$ cat config.mk
export PLATFORM = sky130hd
export DESIGN_NAME = timer_reg_core
export DESIGN_NICKNAME = d
export VERILOG_FILES = /design/src/rtl/timer_pkg.sv /design/src/rtl/timer_cnt64.sv /design/src/rtl/timer_reg_core.sv
export SDC_FILE = /design/constraint.sdc
export NUM_CORES = 1
export LEC_CHECK = 0
export ABC_AREA = 1
export CORE_UTILIZATION = 55
export CTS_BUF_LIST = sky130_fd_sc_hd__clkbuf_4 sky130_fd_sc_hd__clkbuf_8
export DETAILED_ROUTE_END_ITERATION = 6
export GPL_TIMING_DRIVEN = 0
export HOLD_SLACK_MARGIN = 0.06
export PLACE_DENSITY = 0.81
export SETUP_SLACK_MARGIN = 0.02
export SLEW_MARGIN = 15
export SYNTH_ARGS = -nofsm -noshare
export SYNTH_HDL_FRONTEND = slang
export SYNTH_SLANG_ARGS = --single-unit
$ cat constraint.sdc
create_clock -name sys_clk -period 4.55 [get_ports sys_clk]
set_clock_uncertainty 0.05 [all_clocks]
set_input_delay 0.91 -clock sys_clk [delete_from_list [all_inputs] [get_ports sys_clk]]
set_output_delay 0.91 -clock sys_clk [all_outputs]
set_load 0.005 [all_outputs]
$ cat src/rtl/timer_pkg.sv
`default_nettype none
// ============================================================================
// Module   : timer_pkg
// Purpose  : Shared constants for the APB timer register core: register map,
//            TCR field positions, reset values, default prescale limit and
//            small helpers used by the register core and counter engine.
// Revision : 1.0 - initial release
// ============================================================================
package timer_pkg;

    // Register map (byte addresses)
    localparam logic [11:0] c_addr_tcr   = 12'h000;
    localparam logic [11:0] c_addr_tdr0  = 12'h004;
    localparam logic [11:0] c_addr_tdr1  = 12'h008;
    localparam logic [11:0] c_addr_tcmp0 = 12'h00C;
    localparam logic [11:0] c_addr_tcmp1 = 12'h010;
    localparam logic [11:0] c_addr_tier  = 12'h014;
    localparam logic [11:0] c_addr_tisr  = 12'h018;

    // TCR field positions
    localparam int c_tcr_en_bit       = 0;
    localparam int c_tcr_div_en_bit   = 1;
    localparam int c_tcr_div_val_lsb  = 8;
    localparam int c_tcr_div_val_msb  = 11;

    // Largest legal div_val (prescale ratio 2**div_val)
    localparam int unsigned c_div_max_default = 8;

    typedef struct packed {
        logic [3:0] div_val;
        logic       div_en;
        logic       timer_en;
    } tcr_t;

    localparam tcr_t        c_tcr_rst  = '{div_val: 4'd1, div_en: 1'b0, timer_en: 1'b0};
    localparam logic [63:0] c_tcmp_rst = '1;

    // Replace the bytes selected by strb, keep the rest of old_val.
    function automatic logic [31:0] byte_merge(input logic [31:0] old_val,
                                               input logic [31:0] new_val,
                                               input logic [3:0]  strb);
        logic [31:0] res;
        res = old_val;
        for (int k = 0; k < 4; k++) begin
            if (strb[k]) begin
                res[8*k +: 8] = new_val[8*k +: 8];
            end
        end
        return res;
    endfunction

    // Terminal prescaler value 2**div_val - 1; div_val=8 gives 255.
    function automatic logic [7:0] div_terminal(input logic [3:0] div_val);
        return 8'((9'd1 << div_val) - 9'd1);
    endfunction

endpackage
`default_nettype wire

$ cat src/rtl/timer_cnt64.sv
`default_nettype none
// ============================================================================
// Module   : timer_cnt64
// Purpose  : Prescaler plus 64-bit up-counter with independent load of the
//            low and high words. A loaded word takes the software value; the
//            other word still follows the increment (carry computed from the
//            pre-load value).
// Ports    : clk_i, rst_i (async, active-high)
//            timer_en_i, div_en_i, div_val_i : current TCR fields
//            halt_i                          : freeze prescaler and counter
//            ld0_i/ld0_val_i, ld1_i/ld1_val_i: per-word software load
//            cnt_o                           : current 64-bit count
// Revision : 1.0 - initial release
// ============================================================================
module timer_cnt64
    import timer_pkg::*;
(
    input  logic        clk_i,
    input  logic        rst_i,
    input  logic        timer_en_i,
    input  logic        div_en_i,
    input  logic [3:0]  div_val_i,
    input  logic        halt_i,
    input  logic        ld0_i,
    input  logic [31:0] ld0_val_i,
    input  logic        ld1_i,
    input  logic [31:0] ld1_val_i,
    output logic [63:0] cnt_o
);

    logic [7:0]  int_cnt_q, int_cnt_d;
    logic [63:0] cnt_q, cnt_d, cnt_inc;
    logic        tick;

    // Prescaler: the internal count is only meaningful while the timer runs
    // with division enabled; otherwise it is held at zero so a re-enable
    // always starts a full prescale period.
    always_comb begin
        tick      = 1'b0;
        int_cnt_d = int_cnt_q;
        if (!timer_en_i || !div_en_i) begin
            int_cnt_d = '0;
            tick      = timer_en_i && !halt_i;
        end else if (!halt_i) begin
            if (int_cnt_q == div_terminal(div_val_i)) begin
                tick      = 1'b1;
                int_cnt_d = '0;
            end else begin
                int_cnt_d = int_cnt_q + 8'd1;
            end
        end
    end

    // Software load overrides only its own word; no carry is generated from
    // a freshly loaded low word.
    always_comb begin
        cnt_inc = cnt_q + 64'(tick);
        cnt_d   = cnt_inc;
        if (ld0_i) begin
            cnt_d[31:0] = ld0_val_i;
        end
        if (ld1_i) begin
            cnt_d[63:32] = ld1_val_i;
        end
    end

    always_ff @(posedge clk_i or posedge rst_i) begin
        if (rst_i) begin
            int_cnt_q <= '0;
            cnt_q     <= '0;
        end else begin
            int_cnt_q <= int_cnt_d;
            cnt_q     <= cnt_d;
        end
    end

    assign cnt_o = cnt_q;

endmodule
`default_nettype wire

$ cat src/rtl/timer_reg_core.sv
`default_nettype none
// ============================================================================
// Module   : timer_reg_core
// Purpose  : Register file, address decode, read mux and interrupt logic of
//            the APB timer. Holds TCR, TCMP0/1, TIER, TISR; TDR0/1 live in
//            the timer_cnt64 counter engine.
// Ports    : sys_clk, sys_rst (async, active-high)
//            w_en, r_en          : single-cycle strobes from the APB slave
//            tim_paddr/pwdata/pstrb : address, write data, byte strobes
//            tim_prdata          : combinational read data (0 when r_en=0)
//            tim_int             : level interrupt = TISR.int_st & TIER.int_en
//            dbg_mode            : debug halt (only with TIMER_HALT_EN)
// Config   : TIMER_HALT_EN - adds dbg_mode, which freezes prescaler and count.
// Revision : 1.0 - initial release
// ============================================================================
module timer_reg_core
    import timer_pkg::*;
#(
    parameter int unsigned DIV_MAX = c_div_max_default
) (
    input  logic        sys_clk,
    input  logic        sys_rst,
    input  logic        w_en,
    input  logic        r_en,
    input  logic [11:0] tim_paddr,
    input  logic [31:0] tim_pwdata,
    input  logic [3:0]  tim_pstrb,
    output logic [31:0] tim_prdata,
`ifdef TIMER_HALT_EN
    input  logic        dbg_mode,
`endif
    output logic        tim_int
);

    localparam logic [3:0] c_div_max = DIV_MAX[3:0];

    tcr_t        tcr_q, tcr_d, tcr_cand;
    logic [63:0] tcmp_q, tcmp_d;
    logic        tier_q, tier_d;
    logic        tisr_q, tisr_d;
    logic [63:0] cnt;
    logic [31:0] tcr_word;
    logic [31:0] tdr0_wval, tdr1_wval;
    logic        tcr_ok, match, halt;
    logic        wr_tcr, wr_tdr0, wr_tdr1, wr_tcmp0, wr_tcmp1, wr_tier, wr_tisr;

`ifdef TIMER_HALT_EN
    assign halt = dbg_mode;
`else
    assign halt = 1'b0;
`endif

    assign wr_tcr   = w_en && (tim_paddr == c_addr_tcr);
    assign wr_tdr0  = w_en && (tim_paddr == c_addr_tdr0);
    assign wr_tdr1  = w_en && (tim_paddr == c_addr_tdr1);
    assign wr_tcmp0 = w_en && (tim_paddr == c_addr_tcmp0);
    assign wr_tcmp1 = w_en && (tim_paddr == c_addr_tcmp1);
    assign wr_tier  = w_en && (tim_paddr == c_addr_tier);
    assign wr_tisr  = w_en && (tim_paddr == c_addr_tisr);

    assign tcr_word  = {20'd0, tcr_q.div_val, 6'd0, tcr_q.div_en, tcr_q.timer_en};
    assign tdr0_wval = byte_merge(cnt[31:0],  tim_pwdata, tim_pstrb);
    assign tdr1_wval = byte_merge(cnt[63:32], tim_pwdata, tim_pstrb);
    assign match     = (cnt == tcmp_q);

    // Candidate TCR after byte strobes. The write is all-or-nothing: an
    // out-of-range divider, or any divider change while running, drops the
    // whole write including timer_en.
    always_comb begin
        tcr_cand = tcr_q;
        if (tim_pstrb[0]) begin
            tcr_cand.timer_en = tim_pwdata[c_tcr_en_bit];
            tcr_cand.div_en   = tim_pwdata[c_tcr_div_en_bit];
        end
        if (tim_pstrb[1]) begin
            tcr_cand.div_val = tim_pwdata[c_tcr_div_val_msb:c_tcr_div_val_lsb];
        end
        tcr_ok = (tcr_cand.div_val <= c_div_max) &&
                 !(tcr_q.timer_en && ((tcr_cand.div_en  != tcr_q.div_en) ||
                                      (tcr_cand.div_val != tcr_q.div_val)));
    end

    always_comb begin
        tcr_d  = tcr_q;
        tcmp_d = tcmp_q;
        tier_d = tier_q;
        tisr_d = tisr_q;
        if (wr_tcr && tcr_ok) begin
            tcr_d = tcr_cand;
        end
        if (wr_tcmp0) begin
            tcmp_d[31:0] = byte_merge(tcmp_q[31:0], tim_pwdata, tim_pstrb);
        end
        if (wr_tcmp1) begin
            tcmp_d[63:32] = byte_merge(tcmp_q[63:32], tim_pwdata, tim_pstrb);
        end
        if (wr_tier && tim_pstrb[0]) begin
            tier_d = tim_pwdata[0];
        end
        if (wr_tisr && tim_pstrb[0] && tim_pwdata[0]) begin
            tisr_d = 1'b0;
        end
        // A match in the same cycle as a clear keeps the status set.
        if (match) begin
            tisr_d = 1'b1;
        end
    end

    always_ff @(posedge sys_clk or posedge sys_rst) begin
        if (sys_rst) begin
            tcr_q  <= c_tcr_rst;
            tcmp_q <= c_tcmp_rst;
            tier_q <= 1'b0;
            tisr_q <= 1'b0;
        end else begin
            tcr_q  <= tcr_d;
            tcmp_q <= tcmp_d;
            tier_q <= tier_d;
            tisr_q <= tisr_d;
        end
    end

    timer_cnt64 u_cnt (
        .clk_i      (sys_clk),
        .rst_i      (sys_rst),
        .timer_en_i (tcr_q.timer_en),
        .div_en_i   (tcr_q.div_en),
        .div_val_i  (tcr_q.div_val),
        .halt_i     (halt),
        .ld0_i      (wr_tdr0),
        .ld0_val_i  (tdr0_wval),
        .ld1_i      (wr_tdr1),
        .ld1_val_i  (tdr1_wval),
        .cnt_o      (cnt)
    );

    always_comb begin
        tim_prdata = '0;
        if (r_en) begin
            case (tim_paddr)
                c_addr_tcr:   tim_prdata = tcr_word;
                c_addr_tdr0:  tim_prdata = cnt[31:0];
                c_addr_tdr1:  tim_prdata = cnt[63:32];
                c_addr_tcmp0: tim_prdata = tcmp_q[31:0];
                c_addr_tcmp1: tim_prdata = tcmp_q[63:32];
                c_addr_tier:  tim_prdata = {31'd0, tier_q};
                c_addr_tisr:  tim_prdata = {31'd0, tisr_q};
                default:      tim_prdata = '0;
            endcase
        end
    end

    assign tim_int = tisr_q & tier_q;

endmodule
`default_nettype wire
==> results of run 1 <==
## worst max-delay path by stage
stage | start | endpoint | slack [ps] | cells past startpoint
after floorplan | tcr_q[5] | u_cnt.cnt_o[62] | 1280 | 23
after global placement | tim_paddr[5] | tim_prdata[19] | -140 | 12
after detailed placement | tim_paddr[5] | tim_prdata[19] | -160 | 12
after CTS | tim_paddr[5] | tim_prdata[22] | 6 | 10
after global routing | tim_paddr[11] | tim_prdata[3] | 20 | 13
final | tim_paddr[11] | tim_prdata[17] | 150 | 10
## power groups by stage
stage	combinational, W	sequential [W]	clock (W)
finish	0.000179	0.00130	0.00109
global route	0.000193	0.00130	0.00113
CTS	0.000174	0.00130	0.00108
detailed placement	0.000173	0.00132	0
global placement	0.000159	0.00132	0
floorplan	0.0000774	0.00132	0
## timing repair
item / 4_1_cts / 5_1_grt
pin swaps: 0 / 1
resized for setup: 7 / 23
endpoints found under the hold margin: 0 / 0
buffers inserted: 0 / 4
gates cloned: 0 / 0
setup endpoints to repair: 23 / 39
## flip-flops by register name, summed over array words and instances, names as in the netlist
name             flops
tcr_q                6
tier_q               1
u_cnt.cnt_o         64
tisr_q               1
u_cnt.int_cnt_q      8
tcmp_q              64
## stage by stage
| step | worst slack (ps) | setup TNS, ps | area [um^2] | std cells |
|---|---|---|---|---|
| 5_1_grt | 24.5 | 0 | 12500 | 2089 |
| 4_1_cts | 5.92 | 0 | 12400 | 2085 |
| 3_5_place_dp | -162 | -2300 | 12000 | 2053 |
| 3_3_place_gp | -138 | -1950 | 11900 | 2048 |
| 2_1_floorplan | 1280 | 0 | 10800 | 1706 |
| 6_report | 154 | 0 | 12500 | 2090 |
## area by class of cell
| type | count | area, um^2 | area share, % |
|---|---|---|---|
| Multi-Input combinational cell | 1307 | 6120 | 48.9 |
| Timing Repair Buffer | 91 | 958 | 7.65 |
| Tap cell | 260 | 325 | 2.60 |
| Inverter | 207 | 785 | 6.26 |
| Antenna cell | 1 | 2.50 | 0.0200 |
| Clock buffer | 17 | 234 | 1.87 |
| Clock inverter | 15 | 161 | 1.29 |
| Buffer | 48 | 254 | 2.03 |
| Sequential cell | 144 | 3680 | 29.4 |
## routing by layer
metal	GRT usage [%]	share of wire (%)	vias up
li1	-	-	5617
met1	60.0	39	5762
met2	64.9	41	930
met3	15.0	14	176
met4	26.9	5.8	0
met5	0	0	-
## synthesized netlist by cell type (all sizes together)
| cell | n |
|---|---|
| nand2 | 550 |
| nand4 | 29 |
| nor3 | 16 |
| xor2 | 33 |
| o22ai | 29 |
| clkinv | 1 |
| or2 | 2 |
| nand3b | 4 |
| a22oi | 4 |
| dfrtp | 79 |
| buf | 30 |
| a31oi | 1 |
| nor2 | 274 |
| o31ai | 3 |
| clkbuf | 18 |
| xnor2 | 55 |
| inv | 206 |
| nand3 | 139 |
| o21ai | 130 |
| o221ai | 1 |
| a21oi | 28 |
| o211ai | 5 |
| ha | 4 |
| dfstp | 65 |
## kinds of logic (layout without fill, tap and decap cells)
family,count (synthesis),after routing,synth area share (%)
and+or+nand+nor,1014,1014,38.8
DFF,144,144,34.2
adders and majority gates,4,4,0.465
other,0,1,0
xor gates and xnor gates,88,88,7.16
buffers and inverters,255,378,9.33
AOI/OAI and AO/OA,201,201,10.0
## tightest hold or removal path: stages (launching register included)
cell	delay (ps)
dfstp_2	390
inv_1	60
a21oi_1	60
## layout by cell type, fill, tap and decap left out, types with 13 or more instances in the layout
cell type,Yosys,routed
a21oi_1,28,28
buf_2,25,22
clkbuf_8,0,17
clkdlybuf4s50_1,0,82
dfrtp_1,79,79
dfstp_2,65,65
inv_1,200,197
nand2_1,548,547
nand3_1,135,134
nand4_1,29,29
nor2_1,261,259
nor3_1,14,13
o21ai_0,111,111
o21ai_1,19,19
o22ai_1,29,29
xnor2_1,55,55
xor2_1,33,33
==> metrics.txt, run 1 <==
fin crit share 96.6%; Core Area 19000 um^2; Hold WS 450 ps; worst r2r src tcr_q[5]; die span in x 142 um; initial drt markers 1863; share of layout cells above drive strength 1 9.73%; Flop pwr share 50.6%; worst-skew pair later-pin latency 510 ps; Max clock buf depth 2; largest stage delay on the critical path 530 ps; CTS sink cnt 144; routed vias/inst 5.97; P_sw 0.000790 W; R2R Setup Slk 240 ps; Total GRT Usage 45.5%; hold wc startpoint tcmp_q[49]; Worst setup EP type output pin; WHS Endpoint tcmp_q[49]; Yosys warnings 0; syn_area_per_cell 6.31 um^2; cts bufs inserted 17; WL/cell 21.1 um; synthesis-to-layout area growth 16.3%; pins over their slew limit 0; RR Endpoint u_cnt.cnt_o[54]; Mapped Cells 1706; clock transition at the registers of the reported paths 100 ps; count of final hold-check violations 0; clock share of power 42.5%; leakage 5.61 nW; post-synth top area share 19.1%; Die Span Y 142 um; row cnt 50; Yosys reg bits 144; hold_buf cts 0; r2r worst-path depth 23; RSZ-0062 raised after global routing false; Synth area leader nand2_1; worst endpoint required time 3590 ps; final setup fails 0; nets@finish 1872; HP Class reg -> reg; num ports 85; critical path buffer and inverter count 3; Post-DP HPWL 33.8 mm; Critical-path top delay cell clkdlybuf4s50_1; Slew @ Worst Pin 951 ps; first-pass GRT wire length 66.6 mm; Starting Density 56.8%; hold path depth 2; CTS tree built; relative slew slack 36.6%; arrival time of the worst setup path 3440 ps; total grt overflow 0; Max VDD drop 0.194 mV; total power 0.00256 W; distinct cell type count after synthesis 36; Crit Path Max Fanout 10; sequential area share after synthesis 34.2%; Max Clock Freq 227 MHz; crit-path cells clkdlybuf4s50_1, nor2_1, nand3_2, nor2_8, nand3_1, clkbuf_2, o22ai_1, nor2_1, nor2_1, clkdlybuf4s50_1; Syn Std Cell Area 10800 um^2; Total Wirelength 44.1 mm; Util after Layout 66.1%; status complete, no violations; DRT Pass-1 Iters 6; crit path time final 4400 ps; cell internal pwr 0.00177 W; kind of critical path in -> out; remaining routing DRC violations 0; Startpoint Class primary input; antenna violations before repair 0; clk root buf clkbuf_8; switching power share of the total 30.8%; Synth Net Count 1762; die area 20100 um^2; Comb pwr share 7.0%; # fillers 1710; most frequent CP cell nor2_1; total via count in the routed design 12485; vias in the first global route 11670; P per Cell Area 205 nW/um^2; largest net degree at the start of global routing 33; total of max-cap violations 0; H-tree Lvls 4; number of port buffers 82; Routed Antenna Nets 0; top post-synthesis cells by area nand2_1 19%, dfrtp_1 18%, dfstp_2 16%; delay-heaviest family, CP buffers and inverters; placer's final routability congestion estimate 1.09
No activity file was read; power rests on OpenSTA's default activity.
==> run 2: changes to the inputs <==
--- a/config.mk
+++ b/config.mk
@@ -6,6 +6,7 @@
 export NUM_CORES = 1
 export LEC_CHECK = 0
 export ABC_AREA = 1
+export CORE_MARGIN = 2
 export CORE_UTILIZATION = 55
 export CTS_BUF_LIST = sky130_fd_sc_hd__clkbuf_4 sky130_fd_sc_hd__clkbuf_8
 export DETAILED_ROUTE_END_ITERATION = 6
==> metrics.txt, run 2 (synthesized netlist as in run 1, its figures left out) <==
status complete, no violations; synthesis-to-layout area growth 16.4% (about the same); count of final hold-check violations 0 (unchanged); final setup fails 0 (unchanged); Post-DP HPWL 33.5 mm (-0.97%); relative slew slack 32.0% (-4.6 points); clock share of power 44.0% (+1.5 points); placed cell area 12000 um^2 (-0.18%); Critical-path top delay cell clkdlybuf4s50_1; total grt overflow 0 (unchanged); Total GRT Usage 42.5% (-3.0 points); Max Clock Freq 225 MHz (-1.0%); number of port buffers 82 (unchanged); Max clock buf depth 2 (unchanged); worst slack, placed -168 ps (-5.71 ps); placer's final routability congestion estimate 1.13 (+3.0%); Starting Density 55.7% (-1.1 points); Comb pwr share 6.7% (-0.3 points); routed vias/inst 5.89 (-1.4%); cell internal pwr 0.00187 W (+5.7%); clock transition at the registers of the reported paths 90 ps (about the same); H-tree Lvls 4 (unchanged); Slew @ Worst Pin 1020 ps (+65.7 ps); die area 20700 um^2 (+2.8%); HP Class reg -> reg; vias in the first global route 11201 (-4.0%); Core Area 19300 um^2 (+2.0%); cts bufs inserted 17 (unchanged); RSZ-0062 raised after global routing false; switching power share of the total 28.6% (-2.2 points); arrival time of the worst setup path 3480 ps (+40 ps); Flop pwr share 49.4% (-1.2 points); CTS sink cnt 144 (unchanged); worst-skew pair later-pin latency 480 ps (-30 ps); num ports 85 (unchanged); remaining routing DRC violations 0 (unchanged); row cnt 51 (+2.0%); DRT Pass-1 Iters 6 (unchanged); PnR worst setup slack 110 ps (-44.4 ps); Antenna Diode Count 0 (-1); nets@finish 1869 (-0.16%); crit path time final 4440 ps (+44.4 ps); largest net degree at the start of global routing 37 (+12%); pins over their slew limit 0 (unchanged); Startpoint Class primary input; die span in x 144 um (+1.4%); kind of critical path in -> out; antenna violations before repair 1 (+1); P_sw 0.000752 W (-4.8%); hold_buf cts 0 (unchanged); setup TNS 0 ps (unchanged); Hold WS 448 ps (-1.94 ps); Max VDD drop 0.194 mV (-0.13%); total via count in the routed design 12311 (-1.4%); Die Span Y 144 um (+1.4%); share of layout cells above drive strength 1 9.64% (-0.094 points); most frequent cells in the layout 547 x nand2_1, 258 x nor2_1, 198 x inv_1, 134 x nand3_1, 111 x o21ai_0; CTS tree built; Final Cell Area 12500 um^2 (about the same); worst endpoint required time 3590 ps (about the same); leakage 5.61 nW (about the same); crit-path cells clkdlybuf4s50_1, nor2_2, nand2_2, nor2_8, nand3_1, clkbuf_4, buf_4, o22ai_1, nor2_1, nor2_1, clkdlybuf4s50_1; P per Cell Area 209 nW/um^2 (+2.4%); Routed Antenna Nets 0 (unchanged); fin crit share 97.6% (+0.97 points); initial drt markers 1587 (-15%); first-pass GRT wire length 64.3 mm (-3.5%); Crit Path Max Fanout 10 (unchanged); Worst setup EP type output pin; WL/cell 20.8 um (-1.6%); total of max-cap violations 0 (unchanged); largest stage delay on the critical path 510 ps (-20 ps); commonest non-fill, non-tap cell in the layout nand2_1; Util after Layout 64.8% (-1.3 points); Total Wirelength 43.4 mm (-1.6%); clk root buf clkbuf_8
[run 2: cell types whose count changed in the layout (fill, tap and decap cells not counted), moves of 2 or more]
cell       previous run  this run
inv_8                 7         5
nor2_4                3         5
clkbuf_2              7         5
bufinv_16             0         2
buf_6                 2         0
inv_2                 7         5
inv_6                 3         5
clkbuf_4              0         3
[run 2: repair_timing]
action | CTS | global route
pin swaps | 0 | 1
resized for setup | 7 | 30
endpoints found under the setup margin | 28 | 40
setup buffers | 0 | 2
[run 2: critical path, delay by kind of cell]
family / cells / cell delay, ps
buffers and inverters: 4 / 1470
AOI/OAI and AO/OA: 1 / 220
and+or+nand+nor: 6 / 870
[run 2: area by class of cell]
cell class | instances | area (um^2)
Multi-Input combinational cell | 1307 | 6140
Buffer | 48 | 251
Inverter | 207 | 787
Clock inverter | 15 | 193
Clock buffer | 17 | 234
Sequential cell | 144 | 3680
Timing Repair Buffer | 88 | 916
Fill cell | 1782 | 6800
Tap cell | 265 | 332
[run 2: per-layer routing]
metal | track usage, % | vias up | part of all wire (%)
li1 | - | 5600 | -
met1 | 58.5 | 5734 | 39
met2 | 61.5 | 831 | 42
met3 | 11.0 | 144 | 13
met4 | 21.6 | 2 | 5.5
met5 | 0 | - | 0.030
[run 2: power by group through the flow]
stage	Clock [W]	Combinational (W)	Sequential, W
2_1_floorplan	0	0.0000774	0.00132
3_3_place_gp	0	0.000160	0.00132
3_5_place_dp	0	0.000170	0.00132
4_1_cts	0.00116	0.000171	0.00130
5_1_grt	0.00121	0.000191	0.00130
6_report	0.00115	0.000175	0.00130
[run 2: per-stage QoR]
stage                     instances  total power [W]
after floorplan                1706          0.00139
after global placement         2053          0.00148
after detailed placement       2057          0.00149
after CTS                      2089          0.00262
after global routing           2091          0.00269
final                          2091          0.00263
[run 2: final timing paths]
kind | start | endpoint | slack, ps | cells after the start
min in group asynchronous | sys_rst | tisr_q | 700 | 2
min reg2reg | tcmp_q[50] | tcmp_q[50] | 450 | 2
min | tcmp_q[50] | tcmp_q[50] | 450 | 2
max reg2reg | tcr_q[5] | u_cnt.cnt_o[54] | 160 | 23
max | tim_paddr[5] | tim_prdata[8] | 110 | 11
max in group asynchronous | sys_rst | tcmp_q[19] | 2670 | 5
==> run 3: changes to the inputs <==
--- a/config.mk
+++ b/config.mk
@@ -6,7 +6,7 @@
 export NUM_CORES = 1
 export LEC_CHECK = 0
 export ABC_AREA = 1
-export CORE_MARGIN = 2
+export CORE_MARGIN = 8
 export CORE_UTILIZATION = 55
 export CTS_BUF_LIST = sky130_fd_sc_hd__clkbuf_4 sky130_fd_sc_hd__clkbuf_8
 export DETAILED_ROUTE_END_ITERATION = 6
==> constraint.sdc (replaced) <==
create_clock -name sys_clk -period 4.55 [get_ports sys_clk]
set_clock_uncertainty 0.05 [all_clocks]
set_input_delay 0.91 -clock sys_clk [delete_from_list [all_inputs] [get_ports sys_clk]]
set_output_delay 0.91 -clock sys_clk [all_outputs]
set_load 0.01 [all_outputs]
==> metrics.txt, run 3 (synthesized netlist as in run 1, its figures left out) <==
hold_buf cts 0 (unchanged); CTS sink cnt 144 (unchanged); die area 24300 um^2 (+17%); row cnt 51 (unchanged); Max clock buf depth 2 (unchanged); Critical-path top delay cell clkdlybuf4s50_1; DRT Pass-1 Iters 5 (-1); clk root buf clkbuf_8; delay-heaviest family, CP buffers and inverters; leakage 5.64 nW (+0.49%); Worst Setup SP tim_paddr[0]; nets@finish 1873 (+0.21%); most frequent CP cell nand2_1; Total Wirelength 45.3 mm (+4.2%); Core Area 19300 um^2 (unchanged); routed vias/inst 5.91 (+0.38%); Max VDD drop 0.198 mV (+1.8%); H-tree Lvls 4 (unchanged); # fillers 1770 (-0.67%); number of port buffers 82 (unchanged); vias in the first global route 11561 (+3.2%); remaining routing DRC violations 0 (unchanged); total grt overflow 0 (unchanged); relative slew slack 39.2% (+7.2 points); synthesis-to-layout area growth 16.8%; count of final hold-check violations 0 (unchanged); Post-DP HPWL 34.5 mm (+3.2%); total via count in the routed design 12387 (+0.62%); Worst setup EP type output pin; Max Clock Freq 225 MHz (about the same); crit path time final 4440 ps (+2.09 ps); Total GRT Usage 37.3% (-5.2 points); CTS tree built; antenna violations before repair 0 (-1); clock transition at the registers of the reported paths 90 ps (about the same); Setup crit end tim_prdata[22]; Crit. path cell count 12 (+1); critical path buffer and inverter count 4 (unchanged); R2R Setup Slk 380 ps (+220 ps); num ports 85 (unchanged); fin crit share 97.6% (about the same); worst r2r src tcr_q[5]; Slew @ Worst Pin 909 ps (-108 ps); HP Class reg -> reg; placer's final routability congestion estimate 1.06 (-5.5%); total of max-cap violations 0 (unchanged); largest stage delay on the critical path 580 ps (+70 ps); share of layout cells above drive strength 1 9.84% (+0.20 points); RSZ-0062 raised after global routing false; cts bufs inserted 17 (unchanged); Final Cell Area 12600 um^2 (+0.39%); crit-path cells clkdlybuf4s50_1, inv_1, nand2_1, nor3_2, nand2_4, nand2_1, nor2_1, nand2_1, nand2_2, buf_2, nor2_1, clkdlybuf4s50_1; arrival time of the worst setup path 3480 ps (about the same); pins over their slew limit 0 (unchanged); Routed Antenna Nets 0 (unchanged); WL/cell 21.6 um (+4.0%); largest net degree at the start of global routing 32 (-14%); r2r worst-path depth 23 (unchanged); initial drt markers 1659 (+4.5%); Starting Density 55.7% (unchanged); Startpoint Class primary input; most frequent cells in the layout 547 x nand2_1, 259 x nor2_1, 198 x inv_1, 133 x nand3_1, 110 x o21ai_0; kind of critical path in -> out; Die Span Y 156 um (+8.3%); commonest non-fill, non-tap cell in the layout nand2_1; worst-skew pair later-pin latency 500 ps (+20 ps); Crit Path Max Fanout 10 (unchanged); final setup fails 0 (unchanged); P per Cell Area 208 nW/um^2 (-0.46%); RR Endpoint u_cnt.cnt_o[54]; worst endpoint required time 3590 ps (about the same); total power 0.00262 W (about the same); status complete, no violations; first-pass GRT wire length 67.6 mm (+5.1%); placed cell area 12000 um^2 (+0.23%); die span in x 156 um (+8.3%)
==> run 3: cell count changes in the layout (fill, tap and decap cells not counted), sizes merged <==
cell / previous run / this run
inv: 214 / 213
buf: 36 / 39
clkbuf: 35 / 37
clkinv: 3 / 2
clkinvlp: 3 / 4
diode: 0 / 1
==> run 3: per-stage QoR <==
| stage | instances | hold WS (ps) | worst slack [ps] | util [%] | TNS (ps) |
|---|---|---|---|---|---|
| after floorplan | 1706 | 407 | 1280 | - | 0 |
| after global routing | 2095 | 464 | 28.9 | 65.1 | 0 |
| after global placement | 2053 | 423 | -254 | 61.7 | -3920 |
| final | 2096 | 447 | 107 | 65.1 | 0 |
| after CTS | 2090 | 446 | 31.4 | 64.5 | 0 |
| after detailed placement | 2058 | 432 | -241 | 62.2 | -4070 |
==> run 3: worst min-delay path by stage <==
stage                          start          to  slack (ps)  depth (start not counted)
after floorplan            tcmp_q[1]   tcmp_q[1]         410                          2
after global placement     tcmp_q[1]   tcmp_q[1]         420                          2
after detailed placement  tcmp_q[12]  tcmp_q[12]         430                          2
after CTS                 tcmp_q[12]  tcmp_q[12]         450                          2
after global routing      tcmp_q[36]  tcmp_q[36]         460                          2
final                     tcmp_q[14]  tcmp_q[14]         450                          2
==> run 3: area by class of cell <==
type	count	area [um^2]	share of cell area, %
multi-input cells	1307	6130	48.7
flip-flops and latches	144	3680	29.3
repair buffers	92	978	7.78
inverters	207	787	6.25
well taps	265	332	2.64
plain buffers	48	255	2.03
clock buffers	18	248	1.97
clock inverters	14	166	1.32
diodes	1	2.50	0.0199
==> run 3: report_power, final <==
group | internal (W) | switching [W]
Sequential | 0.00129 | 0.00000795
Clock | 0.000522 | 0.000626
Combinational | 0.0000682 | 0.000110
Total | 0.00188 | 0.000744
==> run 3: per-layer routing <==
layer  global-route usage (%)  up-vias  share of wire [%]
li1                         -     5625                  -
met1                     49.5     5736                 40
met2                     54.8      872                 42
met3                     10.1      154                 13
met4                     18.7        0                5.3
met5                        0        -                  0
==> run 3: worst register-to-register path: cells and delay by family (launching register included) <==
kind / cells / cell delay [ps]
DFF: 1 / 370
adders and majority gates: 3 / 780
xor gates and xnor gates: 1 / 170
AOI/OAI and AO/OA: 1 / 160
and+or+nand+nor: 15 / 2020
buffers and inverters: 3 / 500
==> run 3: timing repair <==
action                                  4_1_cts  5_1_grt
gates resized for setup                      14       17
setup buffers                                 0        5
endpoints found under the setup margin       31       38
pin swaps                                     0        2
==> RTL edit 1: new RTL, settings of run 2 <==
Build with the macro `TIMER_HALT_EN` defined.
--- a/src/rtl/timer_reg_core.sv
+++ b/src/rtl/timer_reg_core.sv
@@ -13,6 +13,8 @@
 // Config   : TIMER_HALT_EN - adds dbg_mode, which freezes prescaler and count.
 // Revision : 1.0 - initial release
 // ============================================================================
+`define TIMER_HALT_EN
+
 module timer_reg_core
     import timer_pkg::*;
 #(
Interface: changed (added dbg_mode); port bits go from 85 to 86. The function was not compared with the original's and may differ.
==> RTL edit 1 against run 2 <==
- sequential cell count unchanged
- setup slack got worse by 19 ps
- largest cell class unchanged
- final area barely moved
- wire length decreased by 0.42%
- critical path depth is the same
- synthesized area increased by 0.60%
- maximum frequency shrank 0.43%
- total power shrank 3.2%
==> RTL edit 1: results (changes against run 2) <==
[global_routing]
antenna_found_initial=0  ; -1
grtUsageTotal_pct=42.7  ; +0.28 points
grt_pass1_vias=11300  ; +1.3%
gr-usage-met3_pct=11.3  ; +0.29 points
grtUsageMet1_pct=57.9  ; -0.63 points

[finish]
buf_share_pct=9.71  ; +0.39 points
multi_input_area_um2=6240  ; +1.6%
clock_area_share_pct=3.15  ; -0.25 points
n_antenna_cell=1  ; +1
nNetsFinal=1837  ; -1.7%

[drt]
wl_per_cell_um=21.0  ; +1.1%
num_vias=12200  ; -0.54%
avgViaCountPerCell=5.95  ; +1.0%

[placement]
place_worst_setup_slack_ps=-90.0  ; +78.1 ps
hpwl_mm=33.4  ; -0.28%

[setup_path]
cp.arrival_ps=3500  ; +20 ps
rr_endpoint=u_cnt.cnt_o[61]
critPathCapture=tim_prdata[31]
r2r_slack_ps=410  ; +250 ps
crit_start=tim_paddr[2]

[power]
power_frac_seq_pct=51.0  ; +1.6 points

[clock_tree]
clk_latency_ps=510  ; +30 ps

[logic_synthesis]
synth_nets=1731  ; -1.8%
synth_common_cells=545 x nand2_1, 220 x nor2_1, 165 x inv_1
yosysSeqAreaShare_pct=34.0  ; -0.21 points
synthTopCellsByArea=nand2_1 19%, dfrtp_1 18%, dfstp_2 16%

[sta]
tightestPinTransition_ps=847  ; -169 ps

[status]
status=complete, no violations

==> RTL edit 1: changes by cell type after synthesis, sizes merged, moves of 8 or more <==
cell | run 2 | this run
nand4 | 29 | 38
inv | 206 | 176
nand3 | 139 | 117
nor2 | 274 | 242
nand2 | 550 | 558
o21ai | 130 | 154
xnor2 | 55 | 41
nor3 | 16 | 26
o22ai | 29 | 13
==> RTL edit 1: cells by family (layout without fill, tap and decap cells) <==
group / count (synthesis) / count (layout) / synth area share (%)
mux: 6 / 6 / 0.658
simple gates: 991 / 991 / 38.9
flops: 144 / 144 / 34.0
xor+xnor: 77 / 77 / 6.22
compound gates: 223 / 223 / 11.1
buf+inv: 229 / 348 / 8.62
fa+ha+maj: 4 / 4 / 0.462
other cells: 0 / 1 / 0
==> RTL edit 1: metal layers <==
| layer | routed length, um | vias to the layer above |
|---|---|---|
| li1 | - | 5573 |
| met1 | 17200 | 5711 |
| met2 | 18300 | 796 |
| met3 | 5280 | 164 |
| met4 | 2440 | 0 |
| met5 | 0 | - |
==> RTL edit 2: new RTL, config.mk and constraints of run 2 <==
Made on the original files. Make the reset (`rst_i` and `sys_rst`) synchronous in 2 clocked blocks. Comments in the files are not updated.
--- a/src/rtl/timer_cnt64.sv
+++ b/src/rtl/timer_cnt64.sv
@@ -64,7 +64,7 @@
         end
     end
 
-    always_ff @(posedge clk_i or posedge rst_i) begin
+    always_ff @(posedge clk_i) begin
         if (rst_i) begin
             int_cnt_q <= '0;
             cnt_q     <= '0;
--- a/src/rtl/timer_reg_core.sv
+++ b/src/rtl/timer_reg_core.sv
@@ -106,7 +106,7 @@
         end
     end
 
-    always_ff @(posedge sys_clk or posedge sys_rst) begin
+    always_ff @(posedge sys_clk) begin
         if (sys_rst) begin
             tcr_q  <= c_tcr_rst;
             tcmp_q <= c_tcmp_rst;
Check against the original RTL: differs if sys_rst is asserted again (counterexample within 4 cycles, from zero or initial values and one cycle with sys_rst high); with sys_rst held inactive, the same outputs for 4 cycles.
==> RTL edit 2 against run 2 <==
- the run now ends with DRC left
- wire length grew 8.6%
- final area is 5.9% lower
- clock power is essentially flat
- largest power group unchanged
- synthesized cell count is 0.88% lower
- count of clock-buffer cells in the layout grew 1
- maximum frequency decreased by 1.9%
- sequential cell count did not move
- synthesized area is 5.8% lower
- total power decreased by 2.2%
- setup slack worse by 84 ps
==> RTL edit 2: results (changes against run 2) <==
[status]
status=finished, violations left
violations=DRC

[drt]
wl_per_cell_um=23.1  ; +11%
first_pass_iters=7  ; +1
avgViaCountPerCell=6.36  ; +8.0%
drc=12  ; +12
num_vias=13000  ; +5.3%
detail_route.iter0.violations=2133  ; +34%

[logic_synthesis]
synth_nets=1747  ; -0.85%
yosysSeqAreaShare_pct=28.4  ; -5.8 points
synth_common_cells=505 x nand2_1, 238 x nor2_1, 192 x inv_1
synthTopCellsByArea=dfxtp_1 28%, nand2_1 19%, nor2_1 8.8%
syn_area_per_cell_um2=6.00  ; -5.0%
synth_top_cell_by_area=dfxtp_1
postSynth.asyncResetShare_pct=0  ; -100 points
synth_cell_types=38  ; +5.6%

[placement]
port-buffer-count=81  ; -1.2%
place.gp.congestion=1.07  ; -5.3%
hpwl_mm=35.8  ; +7.0%
post-place-cells=2001  ; -2.7%

[clock_tree]
clk_pin_slew_worst_paths_ps=110  ; +20 ps
root_buffer=clkbuf_8
cts.htree.levels=4  ; unchanged
clk_latency_ps=500  ; +20 ps

[power]
ir_worst_vdd_mv=0.195  ; +0.53%
total_leakage_power_nw=4.65  ; -17%

[global_routing]
antenna_found_initial=1  ; unchanged
grt_max_degree=17  ; -54%
grtUsageTotal_pct=47.0  ; +4.5 points
grt_pass1_vias=11800  ; +5.1%
grt_pass1_wl_mm=68.9  ; +7.1%

[sta]
tightestPinTransition_ps=1220  ; +201 ps

[setup_path]
cp.arrival_ps=3560  ; +80 ps
critPathMaxFanout=10  ; unchanged
slowest_delay_ps=630  ; +120 ps

[die]
std_cell_rows=49  ; -3.9%

[finish]
nNetsFinal=1850  ; -1.0%
final_layout_size_suffix_gt1_share_pct=5.70  ; -3.9 points

-- RTL edit 2: path summary, 6_finish.rpt --
path                             end          startpoint  cells past startpoint  slack, ps
setup / recovery      tim_prdata[25]        tim_paddr[2]                      9         30
hold / removal    u_cnt.int_cnt_q[0]  u_cnt.int_cnt_q[0]                      1        440
setup reg to reg     u_cnt.cnt_o[62]            tcr_q[5]                     21        290
hold reg to reg   u_cnt.int_cnt_q[0]  u_cnt.int_cnt_q[0]                      1        440
-- RTL edit 2: cell type report --
cell class	instances	area [um2]
buffer	63	282
clock inverter	14	184
tap	229	287
timing repair buffer	84	836
fill	1678	6230
multi-input combinational	1283	6320
inverter	201	754
antenna	3	7.51
sequential	144	2880
clock buffer	18	241
-- RTL edit 2: worst register-to-register path: cells and delay by family (launching register included) --
kind                       cells  cell delay (ps)
DFF                            1              310
adders and majority gates      3              950
AOI/OAI and AO/OA              3              470
xor gates and xnor gates       1              120
and+or+nand+nor               13             2060
buffers and inverters          1              160
-- RTL edit 2: cell families after synthesis --
group	synth area share, %
flops	28.4
compound gates	15.4
buf+inv	10.1
xor+xnor	7.25
fa+ha+maj	0.493
simple gates	38.3
-- RTL edit 2: metal layers --
metal / wire, um / track usage, % / share of wire (%) / vias to the layer above
li1: - / - / - / 5709
met1: 17100 / 60.0 / 36 / 5732
met2: 19200 / 68.0 / 41 / 1237
met3: 7400 / 15.2 / 16 / 282
met4: 3430 / 30.2 / 7.3 / 0
met5: 0 / 0 / 0 / -
-- RTL edit 2: through the flow --
step | hold slack, ps | cell area (um2) | util (%) | setup slack (ps) | power [mW]
2_1_floorplan | 391 | 10100 | - | 1300 | 1.35
3_3_place_gp | 401 | 11200 | 62.4 | -299 | 1.43
3_5_place_dp | 419 | 11200 | 62.4 | -379 | 1.43
4_1_cts | 444 | 11700 | 65.0 | 27.4 | 2.53
5_1_grt | 467 | 11800 | 65.4 | 19.1 | 2.60
6_report | 442 | 11800 | 65.4 | 25.4 | 2.57
-- RTL edit 2: what timing repair did --
| action | 4_1_cts | 5_1_grt |
|---|---|---|
| gates resized for setup | 8 | 25 |
| pin swaps | 1 | 1 |
| cloned | 0 | 0 |
| setup endpoints to repair | 32 | 42 |
| setup buffers | 2 | 1 |
-- RTL edit 2: power by group --
part           leakage [nW]  internal (mW)  total [mW]  switching, mW
registers              1.16           1.26        1.26       0.000235
logic                  3.27         0.0513       0.156          0.105
clock network         0.215          0.523        1.15          0.629
